File: config.mk
export PLATFORM = sky130hd
export DESIGN_NAME = ps2_host_tx
export DESIGN_NICKNAME = d
export VERILOG_FILES = /design/src/rtl/ps2_host_tx.sv
export SDC_FILE = /design/constraint.sdc
export NUM_CORES = 1
export LEC_CHECK = 0
export CAP_MARGIN = 20
export CORE_ASPECT_RATIO = 0.5
export CORE_MARGIN = 4
export CORE_UTILIZATION = 63
export DETAILED_ROUTE_END_ITERATION = 16
export DONT_BUFFER_PORTS = 1
export PLACE_DENSITY = 0.82
export SLEW_MARGIN = 20
export SYNTH_ARGS = -nofsm -noshare
export SYNTH_HDL_FRONTEND = slang
export SYNTH_SLANG_ARGS = --single-unit
File: constraint.sdc
create_clock -name clk -period 3.4 [get_ports clk]
set_clock_uncertainty 0.2 [all_clocks]
set_input_delay 1.02 -clock clk [delete_from_list [all_inputs] [get_ports clk]]
set_output_delay 1.02 -clock clk [all_outputs]
set_load 0.02 [all_outputs]
File: src/rtl/ps2_host_tx.sv
// PS/2 host-to-device command transmitter: inhibits the bus, issues a request-to-send,
// then shifts out one byte on device-generated clocks and checks the device ACK.
module ps2_host_tx #(
  parameter int INHIBIT_CYCLES = 12000,
  parameter int TIMEOUT_CYCLES = 2000000
) (
  input  logic       clk,
  input  logic       rst_n,
  input  logic [7:0] tx_data,
  input  logic       tx_valid,
  output logic       tx_ready,
  output logic       busy,
  input  logic       ps2_clk_i,
  input  logic       ps2_data_i,
  output logic       ps2_clk_oe,
  output logic       ps2_data_oe,
  output logic       done,
  output logic       ack_err,
  output logic       timeout
);
  localparam int IW = $clog2(INHIBIT_CYCLES + 1);
  localparam int WW = $clog2(TIMEOUT_CYCLES + 1);
  localparam logic [IW-1:0] INH_LAST = IW'(INHIBIT_CYCLES - 1);
  localparam logic [WW-1:0] WD_LAST  = WW'(TIMEOUT_CYCLES - 1);

  typedef enum logic [2:0] {IDLE, INHIBIT, REQ, SHIFT, WAIT_IDLE} state_t;
  state_t state;

  logic [1:0] clk_sync, data_sync;
  logic       clk_prev, clk_s, data_s, fall;
  logic [9:0] frame;
  logic [3:0] nfall;
  logic [IW-1:0] inh_cnt;
  logic [WW-1:0] wd_cnt;
  logic       ack_ok, watching, wd_expire;

  assign clk_s     = clk_sync[1];
  assign data_s    = data_sync[1];
  assign fall      = clk_prev & ~clk_s;
  assign watching  = (state == REQ) || (state == SHIFT) || (state == WAIT_IDLE);
  // A fall in the same cycle as expiry clears the watchdog instead of aborting.
  assign wd_expire = watching && !fall && (wd_cnt == WD_LAST);

  always_ff @(posedge clk or negedge rst_n) begin
    if (!rst_n) begin
      clk_sync  <= 2'b11;
      data_sync <= 2'b11;
      clk_prev  <= 1'b1;
    end else begin
      clk_sync  <= {clk_sync[0], ps2_clk_i};
      data_sync <= {data_sync[0], ps2_data_i};
      clk_prev  <= clk_s;
    end
  end

  always_ff @(posedge clk or negedge rst_n) begin
    if (!rst_n) begin
      state       <= IDLE;
      tx_ready    <= 1'b1;
      busy        <= 1'b0;
      ps2_clk_oe  <= 1'b0;
      ps2_data_oe <= 1'b0;
      done        <= 1'b0;
      ack_err     <= 1'b0;
      timeout     <= 1'b0;
      frame       <= '0;
      nfall       <= '0;
      inh_cnt     <= '0;
      wd_cnt      <= '0;
      ack_ok      <= 1'b0;
    end else begin
      done    <= 1'b0;
      ack_err <= 1'b0;
      timeout <= 1'b0;
      if (watching) wd_cnt <= fall ? '0 : wd_cnt + 1'b1;
      if (wd_expire) begin
        ps2_clk_oe  <= 1'b0;
        ps2_data_oe <= 1'b0;
        timeout     <= 1'b1;
        tx_ready    <= 1'b1;
        busy        <= 1'b0;
        state       <= IDLE;
      end else begin
        case (state)
          IDLE: if (tx_valid && tx_ready) begin
            frame       <= {1'b1, ~^tx_data, tx_data};
            inh_cnt     <= '0;
            ps2_clk_oe  <= 1'b1;
            ps2_data_oe <= (INHIBIT_CYCLES == 1);
            tx_ready    <= 1'b0;
            busy        <= 1'b1;
            state       <= INHIBIT;
          end
          INHIBIT: begin
            inh_cnt <= inh_cnt + 1'b1;
            if (inh_cnt == INH_LAST) begin
              ps2_clk_oe  <= 1'b0;
              ps2_data_oe <= 1'b1;
              nfall       <= '0;
              wd_cnt      <= '0;
              state       <= REQ;
            end else if (inh_cnt == INH_LAST - 1'b1) begin
              ps2_data_oe <= 1'b1;
            end
          end
          REQ, SHIFT: if (fall) begin
            nfall <= nfall + 1'b1;
            if (nfall == 4'd10) begin
              ack_ok      <= ~data_s;
              ps2_data_oe <= 1'b0;
              state       <= WAIT_IDLE;
            end else begin
              // Open-drain: drive low for a 0, release for a 1 (stop bit releases).
              ps2_data_oe <= ~frame[0];
              frame       <= {1'b0, frame[9:1]};
              state       <= SHIFT;
            end
          end
          WAIT_IDLE: if (clk_s && data_s) begin
            done     <= ack_ok;
            ack_err  <= ~ack_ok;
            tx_ready <= 1'b1;
            busy     <= 1'b0;
            state    <= IDLE;
          end
          default: begin
            ps2_clk_oe  <= 1'b0;
            ps2_data_oe <= 1'b0;
            tx_ready    <= 1'b1;
            busy        <= 1'b0;
            state       <= IDLE;
          end
        endcase
      end
    end
  end
endmodule

==> results of run 1 <==
[power by group]
group	internal, mW	total [mW]	switching (mW)
registers	0.779	0.780	0.00129
logic	0.0151	0.0297	0.0146
clock network	0.300	0.591	0.292
[how the worst min path moves through the flow]
stage | start | to | cells after the start
final | rst_n | frame[4] | 0
after global routing | rst_n | inh_cnt[5] | 0
after CTS | rst_n | frame[4] | 0
after detailed placement | data_sync[0] | data_sync[1] | 0
after global placement | data_sync[0] | data_sync[1] | 0
after floorplan | clk_sync[0] | clk_sync[1] | 0
[flip-flops by register name, indices dropped and copies added, names as in the netlist, 2 cells and up]
name / flops
clk_sync: 2
wd_cnt: 21
frame: 10
inh_cnt: 14
state: 3
nfall: 4
data_sync: 2
[routing by layer]
metal	global-route usage, %	part of all wire, %	vias up
met5	0	0	-
li1	-	-	1317
met3	8.07	6.6	10
met4	7.02	1.3	0
met2	39.1	48	85
met1	28.1	44	1352
[area by class of cell]
cell class	instances	area, sq um
inverter	10	37.5
fill	385	1410
clock buffer	11	151
tap	70	87.6
sequential	65	1630
timing repair buffer	7	52.6
clock inverter	5	30.0
multi-input combinational	278	1710
[cell usage after synthesis (all sizes together) (2+ instances only)]
cell type | n | area share [%]
a2111oi | 3 | 0.76
a21o | 3 | 0.65
a21oi | 16 | 2.3
a31oi | 5 | 0.91
and2 | 2 | 0.36
and3 | 4 | 0.72
and4 | 3 | 0.76
buf | 4 | 0.91
clkbuf | 13 | 1.4
dfrtp | 59 | 43
dfstp | 6 | 4.6
ha | 5 | 1.8
inv | 10 | 1.1
mux2i | 9 | 2.6
nand2 | 40 | 4.3
nand2b | 3 | 0.54
nand3 | 20 | 2.9
nand3b | 2 | 0.43
nand4 | 8 | 1.4
nand4b | 5 | 1.3
nor2 | 38 | 4.1
nor2b | 4 | 0.72
nor3 | 11 | 1.6
nor4 | 4 | 0.91
nor4b | 2 | 0.51
o211ai | 7 | 1.7
o21ai | 25 | 3.6
o22ai | 2 | 0.36
o311ai | 3 | 0.76
or2 | 2 | 0.36
or3 | 9 | 1.6
or3b | 3 | 0.76
or4 | 3 | 0.76
xnor2 | 16 | 4.1
xor2 | 12 | 3.0
[logic make-up (layout without fill, tap and decap cells)]
family | count (synthesis) | after routing | share of synthesized area (%)
and+or+nand+nor | 166 | 166 | 25.0
AOI/OAI and AO/OA | 70 | 70 | 12.7
DFF | 65 | 65 | 47.3
xor gates and xnor gates | 28 | 28 | 7.10
buffers and inverters | 27 | 33 | 3.41
muxes | 9 | 9 | 2.61
adders and majority gates | 5 | 5 | 1.81
==> metrics list, run 1 <==
- Net count of the mapped netlist: just under 400
- Starting density of the core: 67.5%
- Cell Area, Synth: between 0.003 and 0.004 sq mm
- Worst reg2reg path depth: 6
- Destination of the worst register-to-register timing path: busy
* Yosys warning count: 0
* Launch point of the worst reg-to-reg path: wd_cnt[0]
- Clock slew at the register clock pins of the worst setup and hold paths: ~70 ps
* Number of global-route vias before repair: 2618
* Hold Crit Class: input pin to asynchronous set/reset pin
- GR Util All Layers: a little under a quarter
* Post-route standard cell area excluding fillers: roughly 0.0037 sq mm
- Reported leakage power: around 1.6 nW
* Sum of buffers and inverters on the critical path: 0
- Summing internal, switching and leakage power gives approximately 1.4 mW.
- Critical Path Stages: 6
* GPL Wtd Cong: about 0.89
* Max Clock Freq: about 380 MHz
* Async set or reset register ratio after synthesis: between 90% and 100%
* PD cells: 379 mW/mm^2
* Type of the worst setup path: flip-flop to flip-flop
* Via Count: around 2800
* Number of post-CTS setup repair buffers: 0
- In this run the mean area of a mapped cell was slightly above 9 sq um.
- For the worst-skew pair, the clock arrives at the later sink with an insertion delay of about 350 ps.
* Number of vias per cell after detailed routing: between 6 and 7
- Slowest cell on crit path: sky130_fd_sc_hd__or4_4
- In the final routed layout, each cell accounts on average for 15.9 um.
- Summed over all failing endpoints, the final setup total negative slack is 0 ps.
- Hold Vio Cnt, Final: 0
- Setup repair after global routing left no endpoint under its margin.
* Number of flip-flops and latches in the synthesized netlist: 65
* Core outline area: roughly 0.005 sq mm
* Run status: finished, final reports clean
* CTS tree: built
- Die area: 0.00680 sq mm
- Final cycle utilization of the critical path: between 70% and 80%
- VDD IR max: 0.282 mV
- Endpoint class of the critical path: flip-flop
* Synth Instances: 370
- Placed cell area: between 0.003 and 0.004 sq mm
* Net count reported at finish: between 300 and 400
- Worst-Margin Slew: slightly below 800 ps
- The initialized floorplan defines 18 standard-cell rows.
- Rel. slew slack: roughly half
* Worst EP arrival: 2640 ps
- Cells fill between 70% and 80% of the core in the end.
- Global-route wire length before repair: between 10000 and 15000 um
* DIE HEIGHT: between 60 and 70 um
* Post-synth EDFFs: 0
- Total number of H-tree levels: 3
* Residual antenna-violating net count after detailed routing: 0
- Cells with a size suffix above 1 make up between 10% and 20% of the layout.
* Capturing element of the worst setup path: busy
- Detailed placement finished with a half-perimeter wire length of between 4000 and 5000 um.
* Post-Layout Cell Count: roughly 450
- The total overflow left after global routing is 0.
- Clock Tree Buf Depth: 2
* Critical-path maximum fanout: 7
- After layout, the worst setup slack is a little under 800 ps.
- Antenna violations before repair: 0
* Distinct cell type count after synthesis: between 50 and 60
- Sequential fraction of the synthesis area: between 40 and 50%
- Final hold slack: ~160 ps
* Final routed wirelength across all metal layers: between 7000 and 8000 um
- The root buffer cell chosen for the clock tree is sky130_fd_sc_hd__clkbuf_8.
* Number of resized instances in the post-cts repair step: 0
- Setup violations remaining at the end of the flow were counted as 0.
- Layout area overhead: 7.18%
* N_diodes: 0
* Origin of the worst setup path: wd_cnt[0]
- CP peak stage delay: 610 ps
- Boundary Pins: 20
- The setup check on the worst reg-to-reg path leaves a slack of 780 ps.
- Among all flip-flop cells after synthesis, the most frequent one is sky130_fd_sc_hd__dfrtp_1.
- Commonest cells after routing, fill and taps aside: 59 x sky130_fd_sc_hd__dfrtp_1, 40 x sky130_fd_sc_hd__nand2_1, 38 x sky130_fd_sc_hd__nor2_1
* Critical Path Start Type: flip-flop
* CTS buffer count: 9
- The first routing iteration left between 200 and 250 violations.
- Count of hold buffers inserted by post-cts repair: 0
- Req. time, crit path: ~3400 ps
- Placed Cells: 430
- For this run, the detailed router's first-pass iteration total came to 4.
- The die is around 110 um wide.
- Broken down by cell family, the worst path's largest delay share belongs to simple AND/OR/NAND/NOR gates.
* Time the final worst path needs with I/O delays and setup: 2620 ps
- Pin count of the biggest net entering global routing: between 60 and 70
- At the placement stage, the worst setup path has a slack of 662 ps.
- Total DRC errors in the routed layout: 0
- Sink Count: 65
* Number of pins exceeding their max-slew limit in the final report: 0
- Port Buffer Count: 0
* Total of max-cap violations: 0
* Sequence of cells on the critical path: ha_1, nand4_1, or4_4, or3_1, a31oi_1, o22ai_1
* Leading cell type in the layout, fill and taps excluded: sky130_fd_sc_hd__dfrtp_1
No activity file was read; power rests on OpenSTA's default activity.
==> run 2, diff against run 1 <==
Settings changed: CORE_UTILIZATION 63 to 57, PLACE_DENSITY 0.82 to 0.78.
Clock period 3.4 ns to 2.35 ns, I/O delays scaled along.
==> metrics list, run 2 (synthesis results as in run 1) <==
* Endpoint class of the critical path: flip-flop
- Port Buffer Count: 0 (unchanged)
- Slowest cell on crit path: sky130_fd_sc_hd__or4_4
* Total number of H-tree levels: 3 (unchanged)
* Fin Setup TNS: 0 ps (unchanged)
- Number of pins exceeding their max-slew limit in the final report: 0 (unchanged)
- The maximum root-to-sink buffer count is 2 (unchanged).
- The area enclosed by the die boundary is 0.00744 sq mm (+9.4%).
- N_diodes: 0 (unchanged)
- The number of cells in the design after placement was 464 (+7.9%).
- Setup repair after global routing could not meet its margin everywhere.
- The number of sinks handled by clock tree synthesis came to 65 (unchanged).
- The tightest min-delay check is of the input pin to asynchronous set/reset pin type.
- Critical Path Start Type: flip-flop
- The largest driver fanout on the critical path is 7 (unchanged).
- GR Util All Layers: 24.3% (+1.5 points)
* GR Overflow Total: 0 (unchanged)
- The clock network latency to the later pin of the worst-skew pair was 340 ps (about the same).
* CP peak stage delay: 520 ps (-90 ps)
- The count of buffers added by post-CTS timing repair for setup came to 0 (unchanged).
* Setup violations, final: 0 (unchanged)
- The number of antenna violations at the first check in global routing was 0 (unchanged).
- Leading cell type in the layout, fill and taps excluded: sky130_fd_sc_hd__dfrtp_1
- The post-route worst setup slack is 2.03 ps (-780 ps).
* DIE HEIGHT: 63.0 um (+4.5%)
- The max-capacitance violation count came to 0 (unchanged).
* Net count reported at finish: 423 (+8.7%)
- Reported leakage power: 1.84 nW (+15%)
* Origin of the worst setup path: wd_cnt[9]
* Max reg flops: 21 (unchanged)
- Most common cell type on the critical path: sky130_fd_sc_hd__or4_4
* Req. time, crit path: 2370 ps (-1050 ps)
* Sequence of cells on the critical path: or4_4, or4_4, or3_4, a31oi_1, o22ai_1
* Worst-case setup slack after placement: -62.2 ps (-725 ps)
* Die X-Extent: 118 um (+4.8%)
* CTS buffer count: 9 (unchanged)
- The final estimated routing congestion in global placement came to 0.893 (about the same).
* Fraction of final layout cells sized beyond drive strength 1: 17.8% (+7.7 points)
- Worst EP arrival: 2370 ps (-270 ps)
* Commonest cells after routing, fill and taps aside: 59 x sky130_fd_sc_hd__dfrtp_1, 40 x sky130_fd_sc_hd__nand2_1, 37 x sky130_fd_sc_hd__nor2_1, 37 x sky130_fd_sc_hd__buf_4, 24 x sky130_fd_sc_hd__o21ai_0
- The largest registers in the layout are wd_cnt x21, inh_cnt x14, frame x10.
* Run status: finished, final reports clean
- Total DRC errors in the routed layout: 0 (unchanged)
- In this run the critical register-to-register path is captured at busy.
* VDD IR max: 0.551 mV (+95%)
- Rel. slew slack: 51.0% (+2.9 points)
- The average wire per standard cell was 17.2 um (+8.1%).
- The via density per instance came to 6.24 (+0.66%).
- The first-pass GRT wire length was 14300 um (+19%).
* Residual antenna-violating net count after detailed routing: 0 (unchanged)
- Via Count: 3013 (+9.0%)
- The violation count after the first detailed-routing iteration is 318 (+52%).
* Pin count of the biggest net entering global routing: 60 (-9.1%)
* Drt pass-1 iters: 5 (+1)
* Core outline area: 0.00566 sq mm (+11%)
- Final Total Pwr: 2.69 mW (+92%)
- The final hold slack is 14.6 ps (-142 ps).
- Clock tree root buffer cell: sky130_fd_sc_hd__clkbuf_16
* Final routed wirelength across all metal layers: 8290 um (+17%)
* Register ranked first by flip-flop count: wd_cnt
- Time the final worst path needs with I/O delays and setup: 2350 ps (-270 ps)
- The final standard cell count with taps included and fillers excluded is 483 (+8.3%).
- Launch point of the worst reg-to-reg path: wd_cnt[9]
* Capturing element of the worst setup path: busy
* Boundary Pins: 20 (unchanged)
- Clock slew at the register clock pins of the worst setup and hold paths: 60 ps (about the same)
- Hold Vio Cnt, Final: 0 (unchanged)
- Worst-Margin Slew: 729 ps (-41.5 ps)
* Type of the worst setup path: flip-flop to flip-flop
- Post-detailed-placement half-perimeter wirelength: 5420 um (+8.8%)
- The number of fill cells in the layout is 375 (-2.6%).
* Cell Rows: 19 (+1)
- TritonCTS built the clock tree.
- Final cycle utilization of the critical path: 99.9% (+23 points)
* Layout area overhead: 20.9%
- Register-to-register path setup slack: 2 ps (-780 ps)
- The number of global-route vias before repair came to 3056 (+17%).
* Starting density of the core: 61.0% (-6.5 points)
- The number of cells on the worst reg-to-reg path was 5 (-1).
- PD cells: 643 mW/mm^2 (+70%)
- Max Clock Freq: 426 MHz (+12%)
[run 2: cell count changes in the layout (fill, tap and decap cells not counted), moves of 3 or more]
| cell | change |
|---|---|
| sky130_fd_sc_hd__buf_4 | +30 |
| sky130_fd_sc_hd__clkinv_2 | -3 |
| sky130_fd_sc_hd__clkbuf_8 | -9 |
| sky130_fd_sc_hd__clkbuf_16 | +9 |
[run 2: area by class of cell]
| cell class | instances | area, sq um | area share [%] |
|---|---|---|---|
| Clock inverter | 4 | 75.1 | 1.80 |
| Sequential cell | 65 | 1630 | 39.1 |
| Clock buffer | 12 | 256 | 6.14 |
| Inverter | 10 | 37.5 | 0.899 |
| Tap cell | 73 | 91.3 | 2.19 |
| Multi-Input combinational cell | 278 | 1740 | 41.8 |
| Timing Repair Buffer | 41 | 337 | 8.06 |
[run 2: through the flow]
step / util [%] / area [sq um]
3_5_place_dp: 66.5 / 3760
6_report: 73.8 / 4180
2_1_floorplan: - / 3450
4_1_cts: 73.4 / 4150
5_1_grt: 73.8 / 4180
3_3_place_gp: 66.4 / 3760
[run 2: worst min path at each step]
stage,from,end,slack [ps],cells past startpoint
final,rst_n,inh_cnt[8],10,1
after detailed placement,clk_sync[0],clk_sync[1],150,0
after global placement,data_sync[0],data_sync[1],150,0
after global routing,rst_n,inh_cnt[11],40,1
after CTS,rst_n,tx_ready,1,0
after floorplan,clk_sync[0],clk_sync[1],150,0
[run 2: worst max-delay path, delay by kind of cell (launching register included)]
family,cells,cell delay (ps)
flip-flops,1,380
AO/OA/AOI/OAI,2,290
AND/OR/NAND/NOR,3,1360
[run 2: what timing repair did]
item	CTS	global route
gates resized for setup	3	4
setup endpoints to repair	6	17
hold endpoints to repair	59	5
pin swaps	0	3
hold buffers	2	1
[run 2: where the power goes]
part,internal [mW],total [mW],switching (mW)
combinational,0.0302,0.0737,0.0435
clock,0.986,1.48,0.497
sequential,1.13,1.13,0.00206
[run 2: routing by layer]
metal / global-route usage (%) / up-vias / share of wire (%)
met2: 38.7 / 110 / 47
met5: 0 / - / 0
met3: 8.86 / 28 / 6.9
met1: 29.9 / 1476 / 43
li1: - / 1399 / -
met4: 10.8 / 0 / 2.7
==> run 3, diff against run 2 <==
Settings changed: SLEW_MARGIN 20 to unset.
==> metrics list, run 3 (synthesis results as in run 1) <==
* Run status: finished, final reports clean
- Destination of the worst register-to-register timing path: state[0]
- Launch point of the worst reg-to-reg path: wd_cnt[9]
- The slowest stage of the critical path belongs to the cell sky130_fd_sc_hd__or4_1.
- The worst setup path is of the flip-flop to flip-flop kind.
- The total number of vias came to 2962 (-1.7%).
* Net count reported at finish: 424 (+0.24%)
- The number of global-route vias before repair came to 2941 (-3.8%).
- Final cycle utilization of the critical path: 98.9% (-1.0 points)
- The largest driver fanout on the critical path came to 3 (-4).
- The max-slew violation total from the final report came to 0 (unchanged).
* Req. time, crit path: 2380 ps (about the same)
* Leading cell type in the layout, fill and taps excluded: sky130_fd_sc_hd__dfrtp_1
- Post-Layout Cell Count: 484 (+0.21%)
* Clock slew at the register clock pins of the worst setup and hold paths: 60 ps (about the same)
- Total of max-cap violations: 0 (unchanged)
- Fin Setup TNS: 0 ps (unchanged)
- Die area: 0.00744 sq mm (unchanged)
- STA classifies the critical path startpoint as a flip-flop.
- Sum of buffers and inverters on the critical path: 1 (+1)
- The number of top-level design ports came to 20 (unchanged).
* Number of filler instances in the final layout: 392 (+4.5%)
- Sequence of cells on the critical path: or4_1, or4_4, buf_6, o22ai_1, o21ai_0, a21bo_1
* Endpoint class of the critical path: flip-flop
- Sink Count: 65 (unchanged)
- The final number of hold-violating endpoints was 0 (unchanged).
- Ranked by flip-flop count, first place goes to wd_cnt.
- RSZ-0062 raised after global routing: yes
- The count of antenna-violating nets left after detailed routing is 0 (unchanged).
- Regs by FF count: wd_cnt x21, inh_cnt x14, frame x10
- Max Clock Freq: 430 MHz (+1.1%)
- The placeable core region came to 0.00566 sq mm (unchanged).
- The number of antenna cells inserted is 0 (unchanged).
- Total DRC errors in the routed layout: 0 (unchanged)
* Post-DR wirelength/cell: 16.8 um (-2.3%)
- The final estimated routing congestion in global placement came to 0.893 (unchanged).
* Port Buffer Count: 0 (unchanged)
- The worst hold path belongs to the class input pin to asynchronous set/reset pin.
- The violation count after the first detailed-routing iteration came to 307 (-3.5%).
* Clock tree root buffer cell: sky130_fd_sc_hd__clkbuf_16
- Placed cell area: 0.00376 sq mm (about the same)
- The number of setup violations in the final report came to 0 (unchanged).
- Commonest cells after routing, fill and taps aside: 59 x sky130_fd_sc_hd__dfrtp_1, 40 x sky130_fd_sc_hd__nand2_1, 38 x sky130_fd_sc_hd__nor2_1, 38 x sky130_fd_sc_hd__buf_4, 24 x sky130_fd_sc_hd__o21ai_0
* Worst-Margin Slew: 761 ps (+31.2 ps)
- The number of buffers created by CTS came to 9 (unchanged).
- Time the final worst path needs with I/O delays and setup: 2320 ps (-24.7 ps)
- Layout area overhead: 18.9%
* Clock insertion delay at the later pin of the skew report: 340 ps (about the same)
- CP peak stage delay: 520 ps (about the same)
- The global routing usage summed across all routing layers is 24.1% (-0.21 points).
* Rel. slew slack: 49.1% (-1.9 points)
- Worst reg2reg path depth: 6 (+1)
- The number of cell rows is 19 (unchanged).
- The register-to-register setup slack came to 30 ps (+20 ps).
- Post-detailed-placement half-perimeter wirelength: 5470 um (+0.87%)
* Number of vias per cell after detailed routing: 6.12 (-1.9%)
* CTS tree: built
- The final hold slack came to 26.2 ps (+11.6 ps).
* Clock Tree Buf Depth: 2 (unchanged)
- Post-route standard cell area excluding fillers: 0.00410 sq mm (-1.7%)
- The post-route worst setup slack was 26.7 ps (+24.7 ps).
* DIE HEIGHT: 63.0 um (unchanged)
- The share of final-layout standard cells stronger than drive strength 1 came to 17.5% (-0.29 points).
- Die X-Extent: 118 um (unchanged)
- The worst-case setup slack after placement came to -39.5 ps (+22.7 ps).
* Reported leakage power: 1.81 nW (-1.6%)
* GR Overflow Total: 0 (unchanged)
* Worst EP arrival: 2350 ps (-20 ps)
- Global-route wire length before repair: 14100 um (-1.4%)
- Placed Cells: 465 (+0.22%)
- The total power divided by cell area came to 583 mW/mm^2 (-9.4%).
- The number of antenna violations at the first check in global routing is 0 (unchanged).
- Drt pass-1 iters: 5 (unchanged)
- The worst voltage drop across the vdd grid was 0.553 mV (+0.21%).
- Max reg flops: 21 (unchanged)
- The count of buffers added by post-CTS timing repair for setup was 0 (unchanged).
- The initial core utilization came to 61.0% (unchanged).
- Pin count of the biggest net entering global routing: 60 (unchanged)
- Total number of H-tree levels: 3 (unchanged)
* CP delay by family, top: simple AND/OR/NAND/NOR gates
- Final routed wirelength across all metal layers: 8120 um (-2.1%)
## run 3: cell types whose count changed in the layout (fill, tap and decap cells not counted), moves of 2 or more
cell                        delta
sky130_fd_sc_hd__bufinv_16     -2
sky130_fd_sc_hd__clkbuf_8      -2
sky130_fd_sc_hd__clkinv_2      +2
sky130_fd_sc_hd__nor4_2        +2
## run 3: worst max-delay path by stage
stage | from | end | slack (ps) | cells past startpoint
floorplan | wd_cnt[8] | busy | -70 | 7
global placement | wd_cnt[9] | busy | 7 | 5
CTS | wd_cnt[9] | ps2_data_oe | 20 | 6
global route | wd_cnt[9] | state[1] | -20 | 5
finish | wd_cnt[9] | state[0] | 30 | 6
detailed placement | wd_cnt[9] | busy | -40 | 5
## run 3: cell type report
| type | count | area (sq um) | area share, % |
|---|---|---|---|
| inverters | 10 | 37.5 | 0.915 |
| repair buffers | 42 | 344 | 8.38 |
| multi-input cells | 278 | 1730 | 42.2 |
| well taps | 73 | 91.3 | 2.23 |
| clock inverters | 5 | 32.5 | 0.793 |
| flip-flops and latches | 65 | 1630 | 39.8 |
| clock buffers | 11 | 233 | 5.67 |
## run 3: per-layer routing
metal / share of wire [%] / vias to the layer above / global-route usage, %
li1: - / 1395 / -
met2: 48 / 124 / 39.2
met5: 0 / - / 0
met4: 1.4 / 0 / 8.03
met3: 7.6 / 13 / 9.22
met1: 43 / 1430 / 29.8
## run 3: timing repair
action	4_1_cts	5_1_grt
endpoints found under the setup margin	5	28
resized for setup	2	4
gates cloned	0	0
pin swaps	0	3
hold endpoints to repair	59	4
hold buffers	2	1
## run 3: power breakdown
group / switching [mW] / internal (mW) / total (mW) / leakage [nW]
clock network: 0.482 / 0.709 / 1.19 / 0.122
registers: 0.00209 / 1.13 / 1.13 / 0.867
logic: 0.0425 / 0.0302 / 0.0726 / 0.821
## run 3: worst reg2reg max path, delay by kind of cell, from the launching register on
family                 cells  cell delay, ps
AND/OR/NAND/NOR            2             960
flip-flops                 1             380
AO/OA/AOI/OAI              3             530
buffers and inverters      1             140
## run 3: stage by stage
stage	total power, mW	utilization (%)
detailed placement	1.19	66.5
global route	2.51	72.5
floorplan	1.18	-
CTS	2.42	72.1
global placement	1.19	66.4
finish	2.39	72.5
